<file path="src/rtl/word_to_byte_serializer.sv">
// rtl/word_to_byte_serializer.sv - unpacks WORD_W-bit words into a byte stream, byte 0 first
module word_to_byte_serializer #(
  parameter int WORD_W = 64,  // multiple of 8
  parameter int CNT_W  = 32
) (
  input  logic              clk,
  input  logic              rst_n,
  input  logic [WORD_W-1:0] in_word,
  input  logic [3:0]        in_nbytes,
  input  logic              in_last,
  input  logic              in_valid,
  output logic              in_ready,
  output logic [7:0]        out_data,
  output logic              out_last,
  output logic              out_valid,
  input  logic              out_ready,
  output logic              err_pulse,
  output logic              busy,
  output logic [CNT_W-1:0]  bytes_emitted
);

  localparam int BYTES = WORD_W / 8;
  localparam int CW    = $clog2(BYTES + 1);

  // Active entry: the word currently being shifted out, low byte first.
  logic [WORD_W-1:0] act_word_q, act_word_d;
  logic [CW-1:0]     act_cnt_q, act_cnt_d;
  logic              act_last_q, act_last_d;

  // Pending entry: the next word, waiting so there is no bubble between words.
  logic [WORD_W-1:0] pend_word_q, pend_word_d;
  logic [CW-1:0]     pend_cnt_q, pend_cnt_d;
  logic              pend_last_q, pend_last_d;
  logic              pend_valid_q, pend_valid_d;

  logic              err_q, err_d;
  logic [CNT_W-1:0]  emitted_q, emitted_d;

  logic in_fire, out_fire, act_free, nbytes_legal;

  assign in_ready  = !pend_valid_q;
  assign out_valid = (act_cnt_q != '0);
  assign out_data  = out_valid ? act_word_q[7:0] : 8'd0;
  assign out_last  = out_valid && act_last_q && (act_cnt_q == CW'(1));
  assign busy      = out_valid || pend_valid_q;
  assign err_pulse = err_q;
  assign bytes_emitted = emitted_q;

  assign in_fire      = in_valid && in_ready;
  assign out_fire     = out_valid && out_ready;
  assign act_free     = (act_cnt_q == '0) || (out_fire && (act_cnt_q == CW'(1)));
  // Illegal word sizes are consumed but never stored.
  assign nbytes_legal = (in_nbytes != 4'd0) && ({28'd0, in_nbytes} <= 32'(BYTES));

  // Next-state: drain active, then refill it from pending first, else straight from input.
  always_comb begin
    act_word_d   = act_word_q;
    act_cnt_d    = act_cnt_q;
    act_last_d   = act_last_q;
    pend_word_d  = pend_word_q;
    pend_cnt_d   = pend_cnt_q;
    pend_last_d  = pend_last_q;
    pend_valid_d = pend_valid_q;
    err_d        = 1'b0;
    emitted_d    = emitted_q;

    if (out_fire) begin
      act_word_d = act_word_q >> 8;
      act_cnt_d  = act_cnt_q - CW'(1);
      emitted_d  = emitted_q + CNT_W'(1);
    end

    if (act_free && pend_valid_q) begin
      // in_ready is low here, so no input can arrive this cycle.
      act_word_d   = pend_word_q;
      act_cnt_d    = pend_cnt_q;
      act_last_d   = pend_last_q;
      pend_valid_d = 1'b0;
    end else if (in_fire) begin
      if (!nbytes_legal) begin
        err_d = 1'b1;
      end else if (act_free) begin
        act_word_d = in_word;
        act_cnt_d  = CW'(in_nbytes);
        act_last_d = in_last;
      end else begin
        pend_word_d  = in_word;
        pend_cnt_d   = CW'(in_nbytes);
        pend_last_d  = in_last;
        pend_valid_d = 1'b1;
      end
    end
  end

  // State registers; reset drops any active or pending word outright.
  always_ff @(posedge clk) begin
    if (!rst_n) begin
      act_word_q   <= '0;
      act_cnt_q    <= '0;
      act_last_q   <= 1'b0;
      pend_word_q  <= '0;
      pend_cnt_q   <= '0;
      pend_last_q  <= 1'b0;
      pend_valid_q <= 1'b0;
      err_q        <= 1'b0;
      emitted_q    <= '0;
    end else begin
      act_word_q   <= act_word_d;
      act_cnt_q    <= act_cnt_d;
      act_last_q   <= act_last_d;
      pend_word_q  <= pend_word_d;
      pend_cnt_q   <= pend_cnt_d;
      pend_last_q  <= pend_last_d;
      pend_valid_q <= pend_valid_d;
      err_q        <= err_d;
      emitted_q    <= emitted_d;
    end
  end

endmodule
</file>
<file path="config.mk">
export PLATFORM = sky130hd
export DESIGN_NAME = word_to_byte_serializer
export DESIGN_NICKNAME = d
export VERILOG_FILES = /design/src/rtl/word_to_byte_serializer.sv
export SDC_FILE = /design/constraint.sdc
export NUM_CORES = 1
export LEC_CHECK = 0
export BUFFER_PORTS_ARGS = -buffer_cell sky130_fd_sc_hd__buf_2
export CORE_MARGIN = 2
export CORE_UTILIZATION = 61
export CTS_CLUSTER_DIAMETER = 200
export DETAILED_ROUTE_END_ITERATION = 8
export PLACE_DENSITY = 0.85
export SLEW_MARGIN = 20
export SYNTH_ARGS = -nofsm -noshare
export SYNTH_HDL_FRONTEND = slang
export SYNTH_SLANG_ARGS = --single-unit
export TNS_END_PERCENT = 30
</file>
<file path="constraint.sdc">
create_clock -name clk -period 4.1 [get_ports clk]
set_input_delay 0.41 -clock clk [delete_from_list [all_inputs] [get_ports clk]]
set_output_delay 0.41 -clock clk [all_outputs]
set_load 0.1 [all_outputs]
</file>
==> results list, run 1 <==
- Yosys attributes the largest share of cell area to sky130_fd_sc_hd__dfxtp_1 46%, sky130_fd_sc_hd__a21oi_1 10%, sky130_fd_sc_hd__nand2_1 8.9%.
- For this run, the register share of the synthesized area comes to 0.456.
- The total overflow left after global routing is 0.
- Buffers inserted during post-CTS setup optimization: 0
* Most frequent cell after synthesis: sky130_fd_sc_hd__nand2_1
- After synthesis, the share of flip-flops with an asynchronous set or reset is 0.
- Initial standard-cell utilization of the core: 0.625
- Counting the buffers created by CTS gives 17.
- Power spread over the standard cell area amounts to 711 nW/um^2.
- From synthesis to final layout, the design area changed by 15.8%.
- Final Hold Fails: 0
* Start point of the worst min-delay path: in_word[45]
* Startpoint of the most critical register-to-register path: act_cnt_q[0]$_SDFF_PN0_
* FILL cells: 932
* Outcome: finished clean
* Register Area: 3440 um^2
- Number of register bits inferred by synthesis: 172
- Global-route wire length before repair: 31300 um
- In this run, the number of DRC markers left after iteration 0 of detailed routing was 699.
- Number of instances resized during post-cts repair: 0
- Post-synthesis instance area: 7540 um^2
* Top cells by instance count after synthesis: 178 x sky130_fd_sc_hd__nand2_1, 172 x sky130_fd_sc_hd__dfxtp_1, 151 x sky130_fd_sc_hd__a21oi_1
- Critical path endpoint category: flip-flop
* Cts hold-fix bufs: 0
- Vertical die dimension: 115 um
- Transition at the pin with the smallest max-transition slack: 1.11 ns
- VDD sags by at most 0.000684 V.
- The tree built by TritonCTS fans out to 172 sinks.
- In this run the number of H-tree levels came out at 4.
* Crit path launch type: flip-flop
* Root Buffer Master: sky130_fd_sc_hd__clkbuf_16
- Largest net degree at the start of global routing: 98
- The tool flagged a number of max-cap violations equal to 0.
- In the final design database the tool counted 1024 nets.
- For this block, the routed nets add up to 19100 um of wire.
- For this run, design rule violations remaining after detail routing come to 0.
* Cell Count, Final, Fillers Out: 1128
* GR Util All Layers: 0.294
- The via count of the first global-routing pass is 6315.
- The cell count after synthesis came out at 877.
- CP max FO: 35
* Full die area: 13300 um^2
* Post-Syn Nets: 953
- In this run the remaining antenna-violating nets after routing total 0.
* Cell occurring most often along the worst timing path: sky130_fd_sc_hd__inv_1
- Number of max-slew violations in the final report: 0
- 0 antenna diodes ended up in the layout.
* Critical path's largest stage delay: 0.60 ns
* Share of cells above drive strength 1: 0.181
- Routed via count: 6896
* Final critical delay including setup and external delays: 3.25 ns
- Count of unique library cells instantiated by Yosys: 48
- The most used flip-flop cell after synthesis is sky130_fd_sc_hd__dfxtp_1.
- Routability-driven placement finished with a final weighted congestion of 0.855.
- Cell Chain, Critical Path: inv_1, ha_1, nor3b_1, inv_1, nand2_4, buf_4, nand2_1, o311ai_0
* Setup Slack @ Placement: 0.982 ns
- Total power draw: 6.21 mW
* Top cell type's share of synthesized area: 0.456
- Min setup slack post-route: 0.852 ns
* Antenna violations before repair: 0
- Avg Vias per Cell: 6.11
- Including well taps, the total number of placed cells is 1096.
- RSZ-0062 raised after global routing: no
- At the later pin of the worst-skew pair, clock insertion delay measures 0.44 ns.
* Start-to-end type of the worst setup path: reg -> reg
- Critical Path Start: act_cnt_q[0]$_SDFF_PN0_
- I/O Pins: 118
- Summed over all nets, the half-perimeter wirelength after detailed placement is 12200 um.
- Final setup skew: 0.00880 ns
- Combined area of the multi-input logic cells: 3760 um^2
* Core Box Area: 12100 um^2
* Post-detailed-route wirelength per cell: 17.0 um
- Measured on the finished design, the core utilization comes to 0.724.
- The initialized floorplan defines 40 standard-cell rows.
* Class of the tightest hold or removal check: in -> reg
* Maximum frequency from static timing analysis: 308 MHz
* Data required time of the critical path: 4.41 ns
- Die Span X: 115 um
- The first detailed-routing pass ran for 5 iterations.
* Critical Path AT: 3.56 ns
* Slew headroom: 0.262
* Post-route clock period utilization: 0.792
- After routing, the total negative slack on setup checks comes to 0 ns.
* Cell type of the slowest stage on the worst timing path: sky130_fd_sc_hd__nand2_4
* I/O Buffers: 117
- Number of flops mapped to enable cells by yosys: 0
- CTS tree: built
- During synthesis, Yosys emitted a total of 0 warnings.
* Cell leakage power: 3.44 nW
- Clock-pin slew was measured on the worst setup and hold paths at 0.07 ns.
- After synthesis, the mean cell area works out to 8.60 um^2.
- Setup violations remaining at the end of the flow were counted as 0.
* Largest buffer count on any clock path: 2
* Library cell occupying the most area in the post-synthesis netlist: sky130_fd_sc_hd__dfxtp_1
[worst paths after layout]
path	end	slack, ns	depth (start not counted)
max	act_word_q[60]$_SDFF_PN0_	0.85	8
min	pend_word_q[45]$_SDFFE_PN0P_	0.22	3
min reg2reg	pend_word_q[14]$_SDFFE_PN0P_	0.46	2
max reg2reg	act_word_q[60]$_SDFF_PN0_	0.85	8
[cell families after synthesis]
logic type / share of synthesized area
and+or+nand+nor: 0.182
AOI/OAI and AO/OA: 0.211
DFF: 0.456
buffers and inverters: 0.0519
muxes: 0.0838
xor gates and xnor gates: 0.00929
adders and majority gates: 0.00498
[where the power goes]
group          total [mW]  internal (mW)  switching, mW
Combinational        2.25          0.713           1.54
Clock                1.61          0.935          0.678
Sequential           2.35           2.08          0.261
Total                6.21           3.73           2.48
[placed cells by master (no fill, tap or decap), drive strengths merged, types with 3 or more instances in the layout]
cell type,instances
o31ai,11
o221ai,57
and3,3
buf,130
nand4,17
nor4,7
or3,6
nand2b,8
nand2,178
clkinv,4
o21ai,12
dfxtp,172
nand3,13
o41ai,3
a21oi,151
ha,3
or4,16
nor2,12
and2,8
o311ai,8
and4,4
inv,13
xor2,6
mux2i,62
nor3,9
or4b,4
clkbuf,20
[per-stage QoR]
stage	hold WS (ns)	area [um^2]
2_1_floorplan	0.425	7540
3_5_place_dp	0.447	8110
5_1_grt	0.224	8740
6_report	0.218	8740
4_1_cts	0.215	8700
3_3_place_gp	0.442	8110
[per-layer routing]
metal / up-vias / track usage / share of wire
li1: 3365 / - / -
met1: 3267 / 0.406 / 0.45
met2: 239 / 0.460 / 0.47
met3: 25 / 0.0627 / 0.061
met4: 0 / 0.104 / 0.015
met5: - / 0 / 0
[layout make-up]
class | count | area share
Tap cell | 168 | 0.0241
Clock buffer | 20 | 0.0523
Inverter | 9 | 0.00387
Timing Repair Buffer | 130 | 0.0805
Multi-Input combinational cell | 618 | 0.430
Sequential cell | 172 | 0.394
Clock inverter | 11 | 0.0153
[flip-flops by register name, summed over array words and instances, names as in the netlist, 4 cells and up]
name and cells:
act_word_q 64, pend_word_q 64, bytes_emitted 32, act_cnt_q 4, pend_cnt_q 4
[worst max-delay path, delay by kind of cell (launching register included)]
kind / cells / cell delay (ns)
buffers and inverters: 3 / 0.96
AOI/OAI and AO/OA: 1 / 0.33
and+or+nand+nor: 3 / 1.25
DFF: 1 / 0.35
adders and majority gates: 1 / 0.24
Power figures use the tool's default switching activity.
==> run 2: changes to the inputs <==
--- a/config.mk
+++ b/config.mk
@@ -7,10 +7,10 @@
 export LEC_CHECK = 0
 export BUFFER_PORTS_ARGS = -buffer_cell sky130_fd_sc_hd__buf_2
 export CORE_MARGIN = 2
-export CORE_UTILIZATION = 61
+export CORE_UTILIZATION = 51
 export CTS_CLUSTER_DIAMETER = 200
 export DETAILED_ROUTE_END_ITERATION = 8
-export PLACE_DENSITY = 0.85
+export PLACE_DENSITY = 0.76
 export SLEW_MARGIN = 20
 export SYNTH_ARGS = -nofsm -noshare
 export SYNTH_HDL_FRONTEND = slang
==> constraint.sdc (replaced) <==
create_clock -name clk -period 2.9 [get_ports clk]
set_input_delay 0.29 -clock clk [delete_from_list [all_inputs] [get_ports clk]]
set_output_delay 0.29 -clock clk [all_outputs]
set_load 0.1 [all_outputs]
==> results list, run 2 (same netlist as run 1, synthesis figures left out) <==
- The kind of start point of the critical path was a flip-flop (unchanged).
- Cell Chain, Critical Path: inv_1, ha_1, nor3b_2, inv_1, buf_4, and2_1, buf_2 (was inv_1, ha_1, nor3b_1, inv_1, nand2_4, buf_4, nand2_1, o311ai_0).
- Clock slew seen by the registers of the worst setup and hold paths: 0.06 ns (was 0.07 ns)
* End point of the worst hold path: pend_word_q[50]$_SDFFE_PN0P_ (was pend_word_q[45]$_SDFFE_PN0P_)
- Data required time of the critical path: 2.61 ns (was 4.41 ns)
- Total wirelength of the detailed-routed design: 19400 um (was 19100 um)
- Routed via count: 6860 (was 6896)
* Number of cell instances on the worst register-to-register path: 7 (was 8)
- The peak per-stage delay on the critical path is 0.42 ns (was 0.60 ns).
* Cell occurring most often along the worst timing path: sky130_fd_sc_hd__inv_1 (unchanged)
- Most common library cell in the layout ignoring fill and taps: sky130_fd_sc_hd__nand2_1 (unchanged)
* Critical Path AT: 2.48 ns (was 3.56 ns)
- Based on the critical path, the design can be clocked at up to 361 MHz.
* Terminus of the critical flop-to-flop path: bytes_emitted[27]$_SDFFE_PN0P_ (was act_word_q[60]$_SDFF_PN0_)
* Full die area: 15800 um^2 (was 13300 um^2)
- Max-capacitance violation count: 0 (unchanged)
- The cell area reported after detailed placement is 8230 um^2 (was 8110 um^2).
- The highest ir drop seen on vdd is 0.000557 V (was 0.000684 V).
- The die width is 126 um (was 115 um).
- ANT nets after route: 0 (unchanged)
- The setup-violating endpoint count in the final report came to 0 (unchanged).
* Critical path endpoint category: output pin (was flip-flop)
* H-tree level count: 4 (unchanged)
- The maximum number of pins on one net before global-route repair is 59 (was 98).
* Switching pwr: 3.52 mW (was 2.48 mW)
- I/O Pins: 118 (unchanged)
* Cell type of the slowest stage on the worst timing path: sky130_fd_sc_hd__buf_2 (was sky130_fd_sc_hd__nand2_4)
* Buffers inserted during post-CTS setup optimization: 0 (unchanged)
- Final Core Density: 0.613 (was 0.724)
- Number of sinks handled by clock tree synthesis: 172 (unchanged)
- Initial standard-cell utilization of the core: 0.521 (was 0.625)
- The final total power was 9.06 mW (was 6.21 mW).
* Global-route wire length before repair: 31800 um (was 31300 um)
* Final Hold Fails: 0 (unchanged)
- The slew at the pin with the worst max-slew slack came to 0.889 ns (was 1.11 ns).
- The initial antenna violation count is 2 (was 0).
- The total leakage power was 3.50 nW (was 3.44 nW).
- The critical-path maximum fanout is 11 (was 35).
- The maximum buffer depth of the clock tree is 2 (unchanged).
* Detailed Routing Iterations Pass 1: 4 (was 5)
- The reg-to-reg setup timing slack came to 0.35 ns (was 0.85 ns).
- Post-detailed-route wirelength per cell: 16.9 um (was 17.0 um)
- The hold-critical path depth was 3 (unchanged).
* Layout-stage area growth over the synthesis result: 17.7% (was 15.8%)
- Aggregate global routing overflow: 0 (unchanged)
* Commonest cells after routing, fill and taps aside: 177 x sky130_fd_sc_hd__nand2_1, 172 x sky130_fd_sc_hd__dfxtp_1, 151 x sky130_fd_sc_hd__a21oi_1 (unchanged)
* Min setup slack post-route: 0.133 ns (was 0.852 ns)
- Final routed DRC violation total: 0 (unchanged)
- Share of cells above drive strength 1: 0.184 (was 0.181)
* Final critical delay including setup and external delays: 2.77 ns
- The aggregate global-route resource usage came to 0.246 (was 0.294).
* Post-route clock period utilization: 0.954
- Class of the tightest hold or removal check: in -> reg (unchanged)
* Root Buffer Master: sky130_fd_sc_hd__clkbuf_16 (unchanged)
- Start point of the worst min-delay path: in_word[50] (was in_word[45])
* Sequential power share: 0.367 (was 0.378)
- Outcome: finished clean (unchanged)
- The worst slew slack as a fraction of its limit came to 0.407 (was 0.262).
* NumNets Final: 1028 (was 1024)
- The height of the die is 126 um (was 115 um).
- CTS tree: built (unchanged)
- Share of power burned in combinational logic: 0.364 (was 0.363)
- Switching share of power: 0.388 (was 0.399)
- Core Box Area: 14500 um^2 (was 12100 um^2)
- RSZ-0062 raised after global routing: no (unchanged).
- Start-to-end type of the worst setup path: reg -> out (was reg -> reg)
- Standard-cell rows: 44 (was 40)
- The detailed-placement wirelength estimate is 12700 um (was 12200 um).
* Power per unit of standard cell area: 1020 nW/um^2 (was 711 nW/um^2)
- Cts bufs inserted: 17 (unchanged)
* RD Place Congestion: 0.811 (was 0.855)
* I/O Buffers: 117 (unchanged)
* Setup Slack @ Placement: 0.298 ns (was 0.982 ns)
- Avg Vias per Cell: 5.96 (was 6.11)
* Starting DRT DRC Count: 566 (was 699)
- Post-Layout Inst Area: 8880 um^2 (was 8740 um^2)
- Startpoint of the most critical register-to-register path: act_cnt_q[0]$_SDFF_PN0_ (unchanged)
- The via count of the first global-routing pass is 6237 (was 6315).
- The clock share of power is 0.270 (was 0.260).
- Skew-Pair Late Insertion Delay: 0.43 ns (was 0.44 ns)
- Number of max-slew violations in the final report: 0 (unchanged)
- The clock skew after layout is 0.0123 ns (was 0.00880 ns).
- Cell-internal power: 5.55 mW (was 3.73 mW)
- Aggregate negative setup slack: 0 ns (unchanged)
==> run 2: changes by cell type in the layout (fill, tap and decap cells not counted), sizes merged <==
cell    previous run  this run
diode              0         2
bufinv             2         4
clkbuf            20        23
buf              130       133
inv               13        10
==> run 2: power by group through the flow <==
| stage | Combinational [mW] | Clock, mW | Sequential, mW |
|---|---|---|---|
| after floorplan | 2.53 | 0 | 3.29 |
| after global placement | 3.21 | 0 | 3.34 |
| after detailed placement | 3.27 | 0 | 3.35 |
| after CTS | 3.29 | 2.47 | 3.31 |
| after global routing | 3.56 | 2.57 | 3.38 |
| final | 3.29 | 2.45 | 3.32 |
==> run 2: worst max-delay path by stage <==
stage                     cells past startpoint                        end                    start
after floorplan                               4                   out_last  act_cnt_q[2]$_SDFF_PN0_
after global placement                        5  act_word_q[33]$_SDFF_PN0_  act_cnt_q[2]$_SDFF_PN0_
after detailed placement                      8  act_word_q[63]$_SDFF_PN0_  act_cnt_q[0]$_SDFF_PN0_
after CTS                                     7                out_data[5]  act_cnt_q[0]$_SDFF_PN0_
after global routing                          7                out_data[1]  act_cnt_q[0]$_SDFF_PN0_
final                                         7                out_data[5]  act_cnt_q[0]$_SDFF_PN0_
==> run 2: timing repair <==
action                     CTS  global route
cloned                       0             0
gates resized for setup      1             1
setup endpoints to repair    8             1
hold buffers                 0             0
==> run 2: cell type report <==
| class | instances | area, um^2 |
|---|---|---|
| inverter | 9 | 33.8 |
| tap | 184 | 230 |
| timing repair buffer | 134 | 778 |
| sequential | 172 | 3440 |
| multi-input combinational | 618 | 3760 |
| fill | 1284 | 5600 |
| clock buffer | 22 | 474 |
| antenna | 2 | 5.00 |
| clock inverter | 10 | 160 |
==> run 2: metrics by stage <==
step	cells	hold WS, ns
2_1_floorplan	877	0.425
3_3_place_gp	1117	0.440
3_5_place_dp	1117	0.446
4_1_cts	1149	0.101
5_1_grt	1151	0.0977
6_report	1151	0.110
==> run 2: per-layer routing <==
layer | wire (um) | track usage | vias to the layer above
met5 | 0 | 0 | -
met3 | 989 | 0.0552 | 25
met1 | 9050 | 0.338 | 3283
li1 | - | - | 3366
met4 | 316 | 0.0850 | 0
met2 | 9060 | 0.382 | 186
==> run 2: critical path, delay by kind of cell (launching register included) <==
kind,cells,cell delay (ns)
buf+inv,4,1.04
simple gates,2,0.35
fa+ha+maj,1,0.26
flops,1,0.40
